### src/rtl/note_recorder_player_pkg.sv
// Shared types and constants for the note record/playback engine.
// Buffer entries are packed as {note, octave, dur} with dur in the low bits.
package note_recorder_player_pkg;

    typedef enum logic [1:0] {
        IDLE,
        REC,
        LOAD,
        PLAY
    } state_t;

    localparam logic [1:0] SPD_1X   = 2'b00;
    localparam logic [1:0] SPD_HALF = 2'b01;
    localparam logic [1:0] SPD_2X   = 2'b10;
    localparam logic [1:0] SPD_4X   = 2'b11;

    localparam int REST    = 0;
    localparam int DUR_LSB = 0;

    function automatic int octLsb(input int durW);
        return durW;
    endfunction

    function automatic int noteLsb(input int durW, input int octW);
        return durW + octW;
    endfunction

endpackage

### src/rtl/note_recorder_player_ram.sv
// Entry store for recorded songs: one write port, registered read port,
// shaped so synthesis can map it onto distributed or block RAM.
module note_buffer_ram #(
    parameter int DEPTH = 64,
    parameter int WIDTH = 14
) (
    input  logic                     i_clk,
    input  logic                     i_wrEn,
    input  logic [$clog2(DEPTH)-1:0] i_wrAddr,
    input  logic [WIDTH-1:0]         i_wrData,
    input  logic [$clog2(DEPTH)-1:0] i_rdAddr,
    output logic [WIDTH-1:0]         o_rdData
);

    logic [WIDTH-1:0] r_mem [DEPTH];

    always_ff @(posedge i_clk) begin
        if (i_wrEn) begin
            r_mem[i_wrAddr] <= i_wrData;
        end
        o_rdData <= r_mem[i_rdAddr];
    end

endmodule

### src/rtl/note_recorder_player.sv
// Record/playback engine between key encoder and buzzer: live passthrough,
// run-length capture of held notes, and speed-scaled replay of the buffer.
module note_recorder_player
    import note_recorder_player_pkg::*;
#(
    parameter int DEPTH    = 64,
    parameter int TICK_DIV = 1_000_000,
    parameter int DUR_W    = 8,
    parameter int NOTE_W   = 4,
    parameter int OCT_W    = 2
) (
    input  logic                       i_clk,
    input  logic                       i_reset,
    input  logic                       i_rec_start,
    input  logic                       i_play_start,
    input  logic                       i_stop,
    input  logic [NOTE_W-1:0]          i_note_in,
    input  logic [OCT_W-1:0]           i_octave_in,
    input  logic [1:0]                 i_speed_select,
    output logic [NOTE_W-1:0]          o_note_out,
    output logic [OCT_W-1:0]           o_octave_out,
    output logic                       o_recording,
    output logic                       o_playing,
    output logic                       o_full,
    output logic [$clog2(DEPTH+1)-1:0] o_count,
    output logic                       o_done
);

    localparam int AW       = $clog2(DEPTH);
    localparam int CW       = $clog2(DEPTH + 1);
    localparam int KW       = NOTE_W + OCT_W;
    localparam int EW       = KW + DUR_W;
    localparam int LW       = DUR_W + 1;
    localparam int TW       = (TICK_DIV > 1) ? $clog2(TICK_DIV) : 1;
    localparam int NOTE_LSB = noteLsb(DUR_W, OCT_W);
    localparam int OCT_LSB  = octLsb(DUR_W);
    localparam logic [DUR_W-1:0] DUR_MAX = '1;

    state_t            r_state, w_nextState;
    logic [TW-1:0]     r_tickCnt;
    logic [CW-1:0]     r_count;
    logic [AW-1:0]     r_wrPtr, r_rdPtr;
    logic              r_full, r_done, r_loadWait;
    logic [KW-1:0]     r_cur, w_live;
    logic [DUR_W-1:0]  r_dur, w_entryDur;
    logic [LW-1:0]     r_playLen, w_loadLen;
    logic [NOTE_W-1:0] r_playNote;
    logic [OCT_W-1:0]  r_playOct;
    logic [EW-1:0]     w_rdData;
    logic              w_tick, w_recCmd, w_recTick, w_extend, w_wrEn;
    logic              w_fillDone, w_lastEntry, w_enter;

    assign w_live      = {i_note_in, i_octave_in};
    assign w_tick      = (r_tickCnt == TW'(TICK_DIV - 1));
    assign w_recCmd    = i_rec_start && !i_stop;
    assign w_recTick   = (r_state == REC) && w_tick && !i_stop && !i_rec_start;
    assign w_extend    = (w_live == r_cur) && (r_dur != DUR_MAX);
    assign w_wrEn      = (r_state == REC) && (r_dur != '0) &&
                         (i_stop || (w_recTick && !w_extend));
    assign w_fillDone  = w_wrEn && (r_count == CW'(DEPTH - 1));
    assign w_lastEntry = (CW'(r_rdPtr) + CW'(1)) == r_count;
    assign w_enter     = (w_nextState != r_state) || w_recCmd;
    assign w_entryDur  = w_rdData[DUR_LSB +: DUR_W];

    note_buffer_ram #(
        .DEPTH (DEPTH),
        .WIDTH (EW)
    ) u_ram (
        .i_clk    (i_clk),
        .i_wrEn   (w_wrEn),
        .i_wrAddr (r_wrPtr),
        .i_wrData ({r_cur, r_dur}),
        .i_rdAddr (r_rdPtr),
        .o_rdData (w_rdData)
    );

    always_ff @(posedge i_clk) begin
        if (i_reset) begin
            r_state <= IDLE;
        end else begin
            r_state <= w_nextState;
        end
    end

    always_comb begin
        w_nextState = r_state;
        if (i_stop) begin
            w_nextState = IDLE;
        end else if (i_rec_start) begin
            w_nextState = REC;
        end else begin
            case (r_state)
                IDLE:    if (i_play_start && r_count != '0) w_nextState = LOAD;
                REC:     if (w_fillDone) w_nextState = IDLE;
                LOAD:    if (!r_loadWait) w_nextState = PLAY;
                PLAY:    if (w_tick && r_playLen == LW'(1))
                             w_nextState = w_lastEntry ? IDLE : LOAD;
                default: w_nextState = IDLE;
            endcase
        end
    end

    always_comb begin
        o_recording  = (r_state == REC);
        o_playing    = (r_state == LOAD) || (r_state == PLAY);
        o_note_out   = i_note_in;
        o_octave_out = i_octave_in;
        if ((r_state == LOAD) || (r_state == PLAY)) begin
            o_note_out   = r_playNote;
            o_octave_out = r_playOct;
        end
    end

    // Fast speeds never shrink an entry below one tick.
    always_comb begin
        w_loadLen = {1'b0, w_entryDur};
        case (i_speed_select)
            SPD_1X:   w_loadLen = {1'b0, w_entryDur};
            SPD_HALF: w_loadLen = {w_entryDur, 1'b0};
            SPD_2X:   w_loadLen = LW'(w_entryDur >> 1);
            SPD_4X:   w_loadLen = LW'(w_entryDur >> 2);
        endcase
        if (w_loadLen == '0) begin
            w_loadLen = LW'(1);
        end
    end

    always_ff @(posedge i_clk) begin
        if (i_reset || w_enter || w_tick) begin
            r_tickCnt <= '0;
        end else begin
            r_tickCnt <= r_tickCnt + TW'(1);
        end
    end

    always_ff @(posedge i_clk) begin
        if (i_reset) begin
            r_count    <= '0;
            r_wrPtr    <= '0;
            r_rdPtr    <= '0;
            r_full     <= 1'b0;
            r_done     <= 1'b0;
            r_cur      <= '0;
            r_dur      <= '0;
            r_loadWait <= 1'b0;
            r_playLen  <= '0;
            r_playNote <= '0;
            r_playOct  <= '0;
        end else begin
            r_done <= 1'b0;

            if (w_recCmd) begin
                r_count <= '0;
                r_wrPtr <= '0;
                r_full  <= 1'b0;
            end else if (w_wrEn) begin
                r_count <= r_count + CW'(1);
                r_wrPtr <= r_wrPtr + AW'(1);
                if (w_fillDone) r_full <= 1'b1;
            end

            // A change of key (or a saturated run) closes the entry and opens a new one.
            if (w_recCmd) begin
                r_cur <= w_live;
                r_dur <= '0;
            end else if (w_recTick) begin
                if (w_extend) begin
                    r_dur <= r_dur + DUR_W'(1);
                end else begin
                    r_cur <= w_live;
                    r_dur <= DUR_W'(1);
                end
            end

            if (i_stop || w_recCmd) begin
                r_rdPtr    <= '0;
                r_loadWait <= 1'b0;
            end else begin
                case (r_state)
                    IDLE: begin
                        if (i_play_start) begin
                            if (r_count == '0) begin
                                r_done <= 1'b1;
                            end else begin
                                r_rdPtr    <= '0;
                                r_loadWait <= 1'b1;
                                r_playNote <= NOTE_W'(REST);
                                r_playOct  <= '0;
                            end
                        end
                    end
                    LOAD: begin
                        if (r_loadWait) begin
                            r_loadWait <= 1'b0;
                        end else begin
                            r_playNote <= w_rdData[NOTE_LSB +: NOTE_W];
                            r_playOct  <= w_rdData[OCT_LSB +: OCT_W];
                            r_playLen  <= w_loadLen;
                        end
                    end
                    PLAY: begin
                        if (w_tick) begin
                            r_playLen <= r_playLen - LW'(1);
                            if (r_playLen == LW'(1)) begin
                                if (w_lastEntry) begin
                                    r_rdPtr <= '0;
                                    r_done  <= 1'b1;
                                end else begin
                                    r_rdPtr    <= r_rdPtr + AW'(1);
                                    r_loadWait <= 1'b1;
                                end
                            end
                        end
                    end
                    default: ;
                endcase
            end
        end
    end

    assign o_count = r_count;
    assign o_full  = r_full;
    assign o_done  = r_done;

endmodule

### config.mk
export PLATFORM = sky130hd
export DESIGN_NAME = note_recorder_player
export DESIGN_NICKNAME = d
export VERILOG_FILES = /design/src/rtl/note_recorder_player_pkg.sv /design/src/rtl/note_recorder_player_ram.sv /design/src/rtl/note_recorder_player.sv
export SDC_FILE = /design/constraint.sdc
export NUM_CORES = 1
export LEC_CHECK = 0
export CAP_MARGIN = 30
export CORE_MARGIN = 4
export CORE_UTILIZATION = 57
export CTS_CLUSTER_DIAMETER = 80
export DETAILED_ROUTE_END_ITERATION = 10
export HOLD_SLACK_MARGIN = 0.1
export PLACE_DENSITY = 0.76
export SYNTH_ARGS = -nofsm -noshare
export SYNTH_HDL_FRONTEND = slang
export SYNTH_SLANG_ARGS = --single-unit
### constraint.sdc
create_clock -name i_clk -period 4.2 [get_ports i_clk]
set_input_delay 0.63 -clock i_clk [delete_from_list [all_inputs] [get_ports i_clk]]
set_output_delay 0.63 -clock i_clk [all_outputs]
set_load 0.01 [all_outputs]
Word-level counts from Yosys, hierarchy flattened
Memory sizes are Yosys's and may differ from the RTL's. A register that Yosys moved wholly into a read port is not among the register bits.
Cells that the tools add are included.
{"block": "totals", "register_bits": 73, "latch_bits": 0, "ram_bits": 896, "romBits": 0, "inputBits": 13, "output_inout_bits": 17, "n_memories": 1}
{"memory": "u_ram.r_mem", "words": 64, "word_bits": 14, "read_ports": 1, "rd_clocked_by_memory_dff": 1, "wr": 1, "line": "note_recorder_player_ram.sv:15", "text": "logic [WIDTH-1:0] r_mem [DEPTH];"}
{"block": "classes", "add_sub_neg": 7, "multipliers": 0, "n_div": 0, "n_lt_le_gt_ge": 0, "n_eq_ne": 20, "n_shift": 0, "n_mux": 47, "bitwise": 1, "n_reduce_logical": 39}
{"operator": "2-to-1 mux 6 bit", "count": 8}
{"operator": "case mux 9 bit (4 select lines)", "count": 1}
{"operator": "2-to-1 mux 9 bit", "count": 3}
{"operator": "2-to-1 mux 2 bit", "count": 11}
{"operator": "adder 20 x 1 -> 20 bit, second input constant", "count": 1}
{"operator": "== test 20 bit, second input constant", "count": 1}
{"operator": "case mux 9 bit (2 select lines)", "count": 1}
{"operator": "2-to-1 mux 4 bit", "count": 4}
{"operator": "inequality test 2 bit, second input constant", "count": 7}
{"operator": "adder 6 x 1 -> 6 bit, second input constant", "count": 2}
{"operator": "2-to-1 mux 1 bit", "count": 12}
{"operator": "case mux 6 bit (2 select lines)", "count": 1}
{"operator": "logical AND 1 bit", "count": 11}
{"operator": "AND reduction 5 bit", "count": 2}
{"operator": "== test 9 x 1 -> 1 bit, second input constant", "count": 1}
{"operator": "zero test 9 bit", "count": 1}
{"operator": "subtractor 9 x 1 -> 9 bit, second input constant", "count": 1}
{"operator": "adder 8 x 1 -> 8 bit, second input constant", "count": 1}
{"operator": "== test 2 bit, second input constant", "count": 4}
{"operator": "2-to-1 mux 8 bit", "count": 1}
{"operator": "inequality test 8 bit, second input constant", "count": 1}
{"operator": "case mux 2 bit (4 select lines)", "count": 1}
{"operator": "case mux 4 bit (2 select lines)", "count": 1}
{"operator": "nonzero test 2 bit", "count": 4}
{"operator": "22 further kinds", "count": 33}

Longest topological paths before layout
{"block": "depth", "ltp_word": 16, "mapped_depth": 9, "depth_no_buf": 8}

Cells and area by module
A second synthesis with hierarchy kept.
{"block": "unflattened", "hier_cells": 2090, "hier_area_um2": 39082.5}
{"mod": "note_buffer_ram", "n_inst": 1, "cells_per_inst": 1571, "area_per_inst_um2": 34878.5}
{"mod": "note_recorder_player", "n_inst": 1, "cells_per_inst": 519, "area_per_inst_um2": 4204.0}

Worst setup path before layout
No wires, ideal clock.
{"block": "synth_timing", "path_type": "flip-flop to flip-flop", "startpoint": "register r_dur[1]", "endpoint": "memory u_ram.r_mem[18][0] (enable)", "arrival_time_ns": 3.804, "required_time_ns": 3.797, "path_slack_ns": -0.007, "stages_incl_launch_ff": 9, "n_path_buf": 1, "period_less_slack_ns": 4.207, "cell_sequence": "dfxtp_1 -> ha_1 -> nand3_1 -> o211a_1 -> a211oi_4 -> o21a_1 -> nand2_1 -> buf_2 -> nor3_1"}
{"block": "synth_via", "elab_chain_len": 8, "word_cells_on_any_way": 10}
{"item": "start, declared", "line": "note_recorder_player.sv:45", "text": "logic [DUR_W-1:0] r_dur, w_entryDur;"}
{"item": "start signal, assigned", "line": "note_recorder_player.sv:168", "text": "r_dur <= r_dur + DUR_W'(1);"}
{"item": "inequality test 8 bit", "line": "note_recorder_player.sv:57", "text": "assign w_extend = (w_live == r_cur) && (r_dur != DUR_MAX);"}
{"item": "logical AND 1 bit", "line": "note_recorder_player.sv:57"}
{"item": "zero test 1 bit", "line": "note_recorder_player.sv:59", "text": "(i_stop || (w_recTick && !w_extend));"}
{"item": "logical AND 1 bit", "line": "note_recorder_player.sv:59"}
{"item": "logical OR 1 bit", "line": "note_recorder_player.sv:59"}
{"item": "logical AND 1 bit (*)", "line": "note_recorder_player.sv:58", "text": "assign w_wrEn = (r_state == REC) && (r_dur != '0) &&"}
{"item": "2-to-1 mux 1 bit (*)", "line": "note_recorder_player_ram.sv:18", "text": "if (i_wrEn) begin"}
{"item": "2-to-1 mux 1 bit (implied by the code) (*)", "line": "note_recorder_player_ram.sv:19", "text": "r_mem[i_wrAddr] <= i_wrData;"}
{"item": "end, declared", "line": "note_recorder_player_ram.sv:15"}
Mark *: on every way between the ends. The rest lies on a longest branch, timed or not.

Worst setup path after layout
{"block": "layout_timing", "startpoint": "register r_state[0]", "endpoint": "output port o_octave_out[0]"}
{"block": "layout_via", "elab_chain_len": 3, "word_cells_on_any_way": 4}
{"item": "start, declared", "line": "note_recorder_player.sv:39", "text": "state_t r_state, w_nextState;"}
{"item": "start signal, assigned", "line": "note_recorder_player.sv:81", "text": "r_state <= w_nextState;"}
{"item": "== test 2 bit", "line": "note_recorder_player.sv:108", "text": "if ((r_state == LOAD) || (r_state == PLAY)) begin"}
{"item": "logical OR 1 bit (*)", "line": "note_recorder_player.sv:108"}
{"item": "2-to-1 mux 2 bit (*)", "line": "note_recorder_player.sv:108"}
{"item": "end, declared", "line": "note_recorder_player.sv:21", "text": "output logic [OCT_W-1:0] o_octave_out,"}
Marks and branches as above.

==> results.py <==
metrics = {
    "final_layout": {
        "layout-drive-gt1-share_pct": 29.4,
        "layout_commonest_cell": "edfxtp_1",
        "layout_common_cells": "edfxtp_1, mux4_2, buf_4, clkbuf_16, nor2_1",
        "design_area_um2": 44000,
        "nets": 2055,
        "area_delta_synth_final_pct": 13.2,
        "fill_cells": 4220,
        "antenna_cells": 0,
        "instances_no_fill": 2981,
    },
    "yosys": {
        "ys_types": 62,
        "synthCells": 1883,
        "async_flop_share_pct": 0,
        "ys_seq_elements": 983,
        "synth-warning-count": 0,
        "synth_enable_flop_cells": 896,
        "synth_nets": 1910,
        "synth_area_um2": 38800,
        "syn_area_per_cell_um2": 20.6,
        "synth-seq-area-share_pct": 73.8,
        "yosys_most_used_dff": "edfxtp_1",
    },
    "place": {
        "placed_area_um2": 40900,
        "dpl.cell_count": 2804,
        "dp_worst_setup_slack_ns": 0.427,
        "hpwl_um": 53700,
        "io_buffer_count": 29,
        "routabilityCongestion": 0.871,
    },
    "critical_path": {
        "cp.buffers_inverters": 3,
        "ff2ff_path_depth": 10,
        "crit_chain": "inv_1 > ha_1 > buf_4 > nor2_1 > mux2_2 > clkdlybuf4s50_1",
        "reg2reg_to": "u_ram.r_mem[57][3]",
        "path_class": "flip-flop to primary output",
        "start_kind": "flip-flop",
        "cpPeakStageDelay_ns": 0.50,
        "cp_top_family": "buffers and inverters",
        "crit_arrival_ns": 3.05,
        "reg2reg_slack_ns": 0.64,
        "r2r_start": "r_dur[0]",
        "critPathCaptureType": "primary output",
        "slowest_stage": "nor2_1",
        "cp_max_fo": 15,
        "cp_num_cells": 6,
        "critPathRequiredTime_ns": 3.57,
    },
    "die": {
        "initial_core_util_pct": 57.6,
        "std_cell_rows": 95,
        "coreArea_um2": 67400,
        "num_io_pins": 30,
        "dieArea_um2": 72400,
        "die_h_um": 269,
        "die_w_um": 269,
    },
    "power": {
        "power_frac_comb_pct": 0.9,
        "p_leak_nw": 14.3,
        "intPower_w": 0.0155,
        "clock_power_share_pct": 43.9,
        "p_sw_w": 0.00370,
        "p_seq_share_pct": 55.2,
        "sw_frac_of_total_pct": 19.3,
        "power_density_nw_per_um2": 436,
        "vdd_drop_max_v": 0.000331,
    },
    "global_routing": {
        "grt_usage_pct": 25.9,
        "antenna_found_initial": 4,
        "grt-ovfl-total": 0,
        "grt_pass1_vias": 19700,
        "grt_max_degree": 90,
        "grt_pass1_wl_um": 136000,
    },
    "worst_hold_path": {
        "hold-path-cell-count": 2,
        "hold_end": "o_full",
        "worstHoldStart": "o_full",
        "hold_class": "flip-flop to flip-flop",
    },
    "routing": {
        "avgViaCountPerCell": 6.67,
        "dr.pass1.iters": 6,
        "wl_per_cell_um": 30.5,
        "drt_iter0_drc": 2883,
        "antenna_left": 0,
        "routed_wl_um": 91000,
        "drc": 0,
        "num_vias": 19900,
    },
    "sta": {
        "setup_violations": 0,
        "period_minus_slack_ns": 3.68,
        "max_freq_mhz": 271,
        "worstMarginPinSlew_ns": 1.07,
        "drv_slew": 0,
        "clock_skew_ns": 0.0261,
        "rsz0062_at_grt": "false",
        "layout_setup_ws_ns": 0.516,
        "fin_crit_sh_pct": 87.7,
        "hold_viol_final": 0,
        "slew_headroom_pct": 28.3,
    },
    "cts": {
        "cts_made_buffers": 95,
        "holdBufCountCts": 0,
        "htree_num_levels": 3,
        "root_buffer": "clkbuf_16",
        "cts_tree": "yes",
        "cts_max_path_buffers": 3,
        "cts_sinks": 983,
        "cts-resized-gates": 0,
        "cts_setup_buffers": 0,
        "clk_latency_ns": 0.65,
        "clk_pin_slew_worst_paths_ns": 0.06,
    },
    "flow_run": {
        "max_cap_violations": 0,
    },
    "outcome": {
        "status": "finished clean",
    },
}
## through the flow
| step | hold WS [ns] | TNS [ns] | util, % | power (W) |
|---|---|---|---|---|
| finish | 0.459 | 0 | 65.2 | 0.0192 |
| global route | 0.484 | 0 | 65.2 | 0.0197 |
| CTS | 0.463 | 0 | 65.2 | 0.0193 |
| detailed placement | 0.456 | 0 | 60.7 | 0.0110 |
| global placement | 0.439 | 0 | 60.7 | 0.0110 |
| floorplan | 0.429 | -0.900 | - | 0.0109 |
## flip-flops by register name (all words and copies together) (netlist names)
| register | count |
|---|---|
| o_count | 7 |
| o_done | 1 |
| o_full | 1 |
| r_cur | 6 |
| r_dur | 8 |
| r_loadWait | 1 |
| r_playLen | 9 |
| r_playNote | 4 |
| r_playOct | 2 |
| r_rdPtr | 6 |
| r_state | 2 |
| r_tickCnt | 20 |
| r_wrPtr | 6 |
| u_ram.o_rdData | 14 |
| u_ram.r_mem | 896 |
## worst max-delay path by stage
| stage | startpoint | slack (ns) | endpoint |
|---|---|---|---|
| 6_report | r_state[0] | 0.52 | o_octave_out[0] |
| 5_1_grt | r_state[0] | 0.34 | o_note_out[1] |
| 4_1_cts | r_state[0] | 0.48 | o_note_out[3] |
| 3_5_place_dp | i_octave_in[1] | 0.43 | u_ram.r_mem[57][0] |
| 3_3_place_gp | i_octave_in[1] | 0.52 | u_ram.r_mem[57][7] |
| 2_1_floorplan | r_dur[1] | -0.007 | u_ram.r_mem[18][0] |
## power groups by stage
stage	Combinational, W	Sequential (W)	Clock, W
2_1_floorplan	0.0000657	0.0108	0
4_1_cts	0.000180	0.0106	0.00852
3_3_place_gp	0.000172	0.0108	0
3_5_place_dp	0.000178	0.0108	0
6_report	0.000179	0.0106	0.00841
5_1_grt	0.000193	0.0106	0.00898
## routing by layer
metal / part of all wire, % / wire, µm / up-vias / GRT usage, %
li1: - / - / 8130 / -
met1: 40 / 36000 / 10300 / 38.9
met2: 47 / 43100 / 1272 / 39.9
met3: 10 / 9370 / 161 / 5.32
met4: 2.8 / 2510 / 4 / 6.88
met5: 0.030 / 27 / - / 0
## tightest hold or removal path: cells and delay by family (launching register included)
kind | cells | cell delay [ns]
AOI/OAI and AO/OA | 1 | 0.05
DFF | 1 | 0.31
buffers and inverters | 1 | 0.05
## cell usage after synthesis, types with 11 or more instances
cell type	instances	area, µm²
ha_1	14	175
clkbuf_1	48	180
nand2_1	52	195
a21oi_1	34	170
buf_2	31	155
xor2_1	29	254
nand4_1	14	87.6
mux4_2	299	6730
o21ai_0	19	95.1
inv_1	21	78.8
nor3_1	54	270
nand3_1	27	135
and3_1	12	75.1
dfxtp_1	87	1740
edfxtp_1	896	26900
mux2i_1	11	110
buf_1	14	52.6
nor2_1	79	297
## logic make-up (layout without fill, tap and decap cells)
family | after synthesis | count (layout) | share of synthesized area, %
AO/OA/AOI/OAI | 110 | 110 | 1.90
XOR/XNOR | 39 | 39 | 0.879
adder cells (fa/ha/maj) | 14 | 14 | 0.451
buffers and inverters | 123 | 348 | 1.39
flip-flops | 983 | 983 | 73.8
multiplexers | 316 | 316 | 17.8
AND/OR/NAND/NOR | 298 | 298 | 3.82
## cell type report
| class | count | area (µm²) | area share (%) |
|---|---|---|---|
| inverters | 22 | 82.6 | 0.188 |
| multi-input cells | 777 | 9780 | 22.2 |
| clock inverters | 57 | 524 | 1.19 |
| clock buffers | 120 | 2540 | 5.79 |
| well taps | 873 | 1090 | 2.48 |
| flip-flops and latches | 983 | 28700 | 65.2 |
| repair buffers | 149 | 1270 | 2.88 |
Power figures use the tool's default switching activity.
